## src/rtl/sat_updown_counter.sv

```systemverilog
// Saturating / wrapping up-down counter with clamped step and overflow/underflow pulses.
// Define UPDOWN_COUNTER_LOAD_EN to add the Load_i/LoadVal_i synchronous load port.
module sat_updown_counter #(
  parameter int unsigned      WIDTH     = 3,
  parameter logic [WIDTH-1:0] MIN_VAL   = '0,
  parameter logic [WIDTH-1:0] MAX_VAL   = '1,
  parameter logic [WIDTH-1:0] RESET_VAL = MIN_VAL,
  parameter int unsigned      WRAP      = 0
) (
  input  logic             Clock_i,
  input  logic             Reset_i,
  input  logic             Enable_i,
  input  logic             Up_i,
  input  logic             Down_i,
  input  logic [WIDTH-1:0] Step_i,
`ifdef UPDOWN_COUNTER_LOAD_EN
  input  logic             Load_i,
  input  logic [WIDTH-1:0] LoadVal_i,
`endif
  output logic [WIDTH-1:0] Count_o,
  output logic             AtMin_o,
  output logic             AtMax_o,
  output logic             Ovf_o,
  output logic             Unf_o
);

  typedef logic [WIDTH:0] ext_t;

  // One extra bit so RANGE (up to 2**WIDTH) and count+step never lose a carry.
  localparam ext_t MIN_X = {1'b0, MIN_VAL};
  localparam ext_t MAX_X = {1'b0, MAX_VAL};
  localparam ext_t RANGE = MAX_X - MIN_X + ext_t'(1);

  logic [WIDTH-1:0] count_q, count_d;
  logic             ovf_q, ovf_d;
  logic             unf_q, unf_d;

  ext_t step_x;
  ext_t step_eff;
  ext_t cnt_x;
  ext_t sum_x;
  ext_t floor_x;
  ext_t next_x;
`ifdef UPDOWN_COUNTER_LOAD_EN
  ext_t load_x;
`endif

  always_comb begin
    step_x   = {1'b0, Step_i};
    step_eff = (step_x > RANGE) ? RANGE : step_x;
    cnt_x    = {1'b0, count_q};
    sum_x    = cnt_x + step_eff;
    // count - step >= MIN_VAL rewritten so no negative intermediate is needed
    floor_x  = MIN_X + step_eff;
    next_x   = cnt_x;
    ovf_d    = 1'b0;
    unf_d    = 1'b0;
`ifdef UPDOWN_COUNTER_LOAD_EN
    load_x   = {1'b0, LoadVal_i};
`endif
    if (Enable_i) begin
`ifdef UPDOWN_COUNTER_LOAD_EN
      if (Load_i) begin
        if (load_x < MIN_X)      next_x = MIN_X;
        else if (load_x > MAX_X) next_x = MAX_X;
        else                     next_x = load_x;
      end else
`endif
      if (Up_i) begin
        if (sum_x > MAX_X) begin
          ovf_d  = 1'b1;
          next_x = (WRAP != 0) ? (sum_x - RANGE) : MAX_X;
        end else begin
          next_x = sum_x;
        end
      end else if (Down_i) begin
        if (cnt_x < floor_x) begin
          unf_d  = 1'b1;
          next_x = (WRAP != 0) ? (cnt_x + RANGE - step_eff) : MIN_X;
        end else begin
          next_x = cnt_x - step_eff;
        end
      end
    end
    count_d = WIDTH'(next_x);
  end

  always_ff @(posedge Clock_i) begin
    if (Reset_i) begin
      count_q <= RESET_VAL;
      ovf_q   <= 1'b0;
      unf_q   <= 1'b0;
    end else begin
      count_q <= count_d;
      ovf_q   <= ovf_d;
      unf_q   <= unf_d;
    end
  end

  assign Count_o = count_q;
  assign AtMin_o = (count_q == MIN_VAL);
  assign AtMax_o = (count_q == MAX_VAL);
  assign Ovf_o   = ovf_q;
  assign Unf_o   = unf_q;

endmodule

```

## config.mk

```make
export PLATFORM = sky130hd
export DESIGN_NAME = sat_updown_counter
export DESIGN_NICKNAME = d
export VERILOG_FILES = /design/src/rtl/sat_updown_counter.sv
export SDC_FILE = /design/constraint.sdc
export NUM_CORES = 1
export LEC_CHECK = 0
export CORE_AREA = 3 3 41 43
export DETAILED_ROUTE_END_ITERATION = 7
export DIE_AREA = 0 0 44 46
export MAX_ROUTING_LAYER = met4
export SYNTH_ARGS = -nofsm -noshare
export SYNTH_HDL_FRONTEND = slang
export SYNTH_SLANG_ARGS = --single-unit
export TNS_END_PERCENT = 20
```

## constraint.sdc

```tcl
create_clock -name Clock_i -period 2.45 [get_ports Clock_i]
set_input_delay 0.6125 -clock Clock_i [delete_from_list [all_inputs] [get_ports Clock_i]]
set_output_delay 0.6125 -clock Clock_i [all_outputs]
set_load 0.1 [all_outputs]
```

==> impl_metrics.env <==
export IMPL_cts_root_buf="clkbuf_4"
export IMPL_overflow=0
export IMPL_slowest_delay_ps=440
export IMPL_cp_common_cell="fa_1"
export IMPL_grt_start_max_net_pins=8
export IMPL_dieWidth_um=44
export IMPL_synth_cell_types=21
export IMPL_slew_headroom_pct=74.8
export IMPL_p_leak_nw=0.283
export IMPL_max_freq_mhz=425
export IMPL_period_share_pct=96.1
export IMPL_outcome="finished, final reports clean"
export IMPL_rsz0062_at_grt="false"
export IMPL_finalClockSkew_ps=1.84
export IMPL_power_density_mw_per_mm2=548
export IMPL_die_area_mm2=0.00202
export IMPL_finalMaxSlewViolations=0
export IMPL_ys_seq_elements=5
export IMPL_drive_above_1_share_pct=24.2
export IMPL_io_pins=15
export IMPL_numCtsBuffers=3
export IMPL_worst_setup_path_end_kind="flip-flop"
export IMPL_htreeDepth=1
export IMPL_io_buffers=14
export IMPL_synthCells=42
export IMPL_track_usage_pct=10.2
export IMPL_rows=13
export IMPL_cts_resized=0
export IMPL_drc=0
export IMPL_cts_buffer_depth=2
export IMPL_syn_nets=59
export IMPL_required_ps=2550
export IMPL_cap_violations=0
export IMPL_initial_core_util_pct=30.7
export IMPL_drtIter0Drc=2
export IMPL_vias=374
export IMPL_start_kind="input pin"
export IMPL_postCtsHoldBufs=0
export IMPL_cp_arrival_ps=2460
export IMPL_slowest_stage="clkdlybuf4s50_1"
export IMPL_tightest_slew_ps=377
export IMPL_totalWireLength_um=843
export IMPL_die_y_um=46
export IMPL_power_uw=337
export IMPL_post_cts_repair_setup_buffers=0
export IMPL_crit_fanout=2
export IMPL_grt_pass1_vias=359
export IMPL_fillCellCount=129
export IMPL_fin_crit_ps=2350
export IMPL_hold_viol=0
export IMPL_utilization_pct=46.2
export IMPL_syn2layout_area_growth_pct=50.5
export IMPL_path_cells="clkdlybuf4s50_1, ha_1, fa_1, inv_1, fa_1, and3b_1, a21oi_1, a311oi_1"
export IMPL_globalRouteMet2Util_pct=15.4
export IMPL_grt_util_met1_pct=11.6
export IMPL_tritoncts="done"
export IMPL_antenna_left=0
export IMPL_antenna_cells=0
export IMPL_critPathBufInv=2
export IMPL_first_pass_iters=5
export IMPL_clkTransAtPathRegs_ps=50
export IMPL_wl_per_cell_um=10.9
export IMPL_hpwl_um=675
export IMPL_synth_area_um2=409
export IMPL_postSynthAreaPerCell_um2=9.74
export IMPL_grt_pass1_wl_mm=1.44
export IMPL_drt_vias_per_instance=4.86
export IMPL_synth_warnings=0
export IMPL_crit_family="adder cells"
export IMPL_core_mm2=0.00133
export IMPL_clkSinkCount=5
export IMPL_place_congestion=0.671
export IMPL_path_class="input pin to flip-flop"
export IMPL_grt_use_met3_pct=2.77
export IMPL_ys_seq_area_share_pct=24.5
export IMPL_hold_path_class="flip-flop to flip-flop"
export IMPL_ir_drop_mv=0.119
export IMPL_setup_violations=0
export IMPL_antenna_found_initial=0
export IMPL_final_common_cell="buf_4"
export IMPL_busiest_layer="met2"
export IMPL_clk_insertion_delay_late_ps=240
export IMPL_nets=80
export IMPL_mostFrequentLayoutCells="8 x buf_4, 7 x clkdlybuf4s50_1, 6 x inv_1, 6 x ha_1, 5 x dfxtp_1"
[worst register-to-register path, delay by kind of cell (launching register included)]
kind / cells / cell delay, ps
flip-flops: 1 / 460
buffers and inverters: 2 / 150
adder cells (fa/ha/maj): 3 / 930
AO/OA/AOI/OAI: 2 / 200
AND/OR/NAND/NOR: 1 / 170
[report_power, final]
part           switching (mW)  leakage (nW)  total, mW  internal [mW]
Combinational          0.0944         0.227      0.144         0.0493
Clock                  0.0345        0.0150     0.0961         0.0616
Sequential             0.0107        0.0410     0.0976         0.0869
Total                   0.140         0.283      0.337          0.198
[state kept, by name (all words and copies together), names as in the netlist]
register,count
Count_o,3
Unf_o,1
Ovf_o,1
[path summary, 6_finish.rpt]
path              slack, ps  cells after the start         end        from
setup reg to reg        390                      8  Count_o[2]  Count_o[0]
hold reg to reg         600                      2  Count_o[0]  Count_o[0]
hold / removal          600                      2  Count_o[0]  Count_o[0]
setup / recovery        100                      8  Count_o[2]   Step_i[0]
[Yosys cell counts]
master	number	share of area, %
a211oi_1	1	1.8
a21oi_1	1	1.2
a311oi_1	2	4.3
and3_1	1	1.5
and3b_1	1	2.1
and4b_1	1	2.4
dfxtp_1	5	24
fa_1	3	15
ha_1	6	18
inv_1	6	5.5
nand2_1	1	0.92
nand2b_1	1	1.5
nor2_1	4	3.7
nor2b_1	2	3.1
nor3_1	1	1.2
nor3b_1	1	1.8
o21a_1	1	1.8
o21a_2	1	2.1
o21ai_0	1	1.2
o311ai_2	1	4.0
xor2_1	1	2.1
[cells by family after synthesis]
logic type	Yosys count	share of synthesized area (%)
adders and majority gates	9	33.0
AOI/OAI and AO/OA	8	16.5
and+or+nand+nor	13	18.3
buffers and inverters	6	5.50
xor gates and xnor gates	1	2.14
DFF	5	24.5
[cell type report]
cell class	instances	area, um^2	share of cell area [%]
tap	15	18.8	3.05
clock buffer	4	26.3	4.27
timing repair buffer	16	150	24.4
inverter	6	22.5	3.66
sequential	5	100	16.3
multi-input combinational	31	298	48.4
[through the flow]
step | setup TNS [ps] | area, um^2 | setup WS, ps | hold slack [ps] | cells
floorplan | -408 | 420 | -213 | 685 | 42
global placement | -224 | 589 | -169 | 593 | 73
detailed placement | -177 | 589 | -177 | 604 | 73
CTS | 0 | 616 | 91.8 | 611 | 77
global route | 0 | 616 | 23.5 | 646 | 77
finish | 0 | 616 | 96.5 | 603 | 77
[layer usage]
layer | up-vias | part of all wire, %
li1 | 184 | -
met1 | 177 | 44
met2 | 13 | 48
met3 | 0 | 8.2
met4 | 0 | 0
met5 | - | 0
Power figures use the tool's default switching activity.
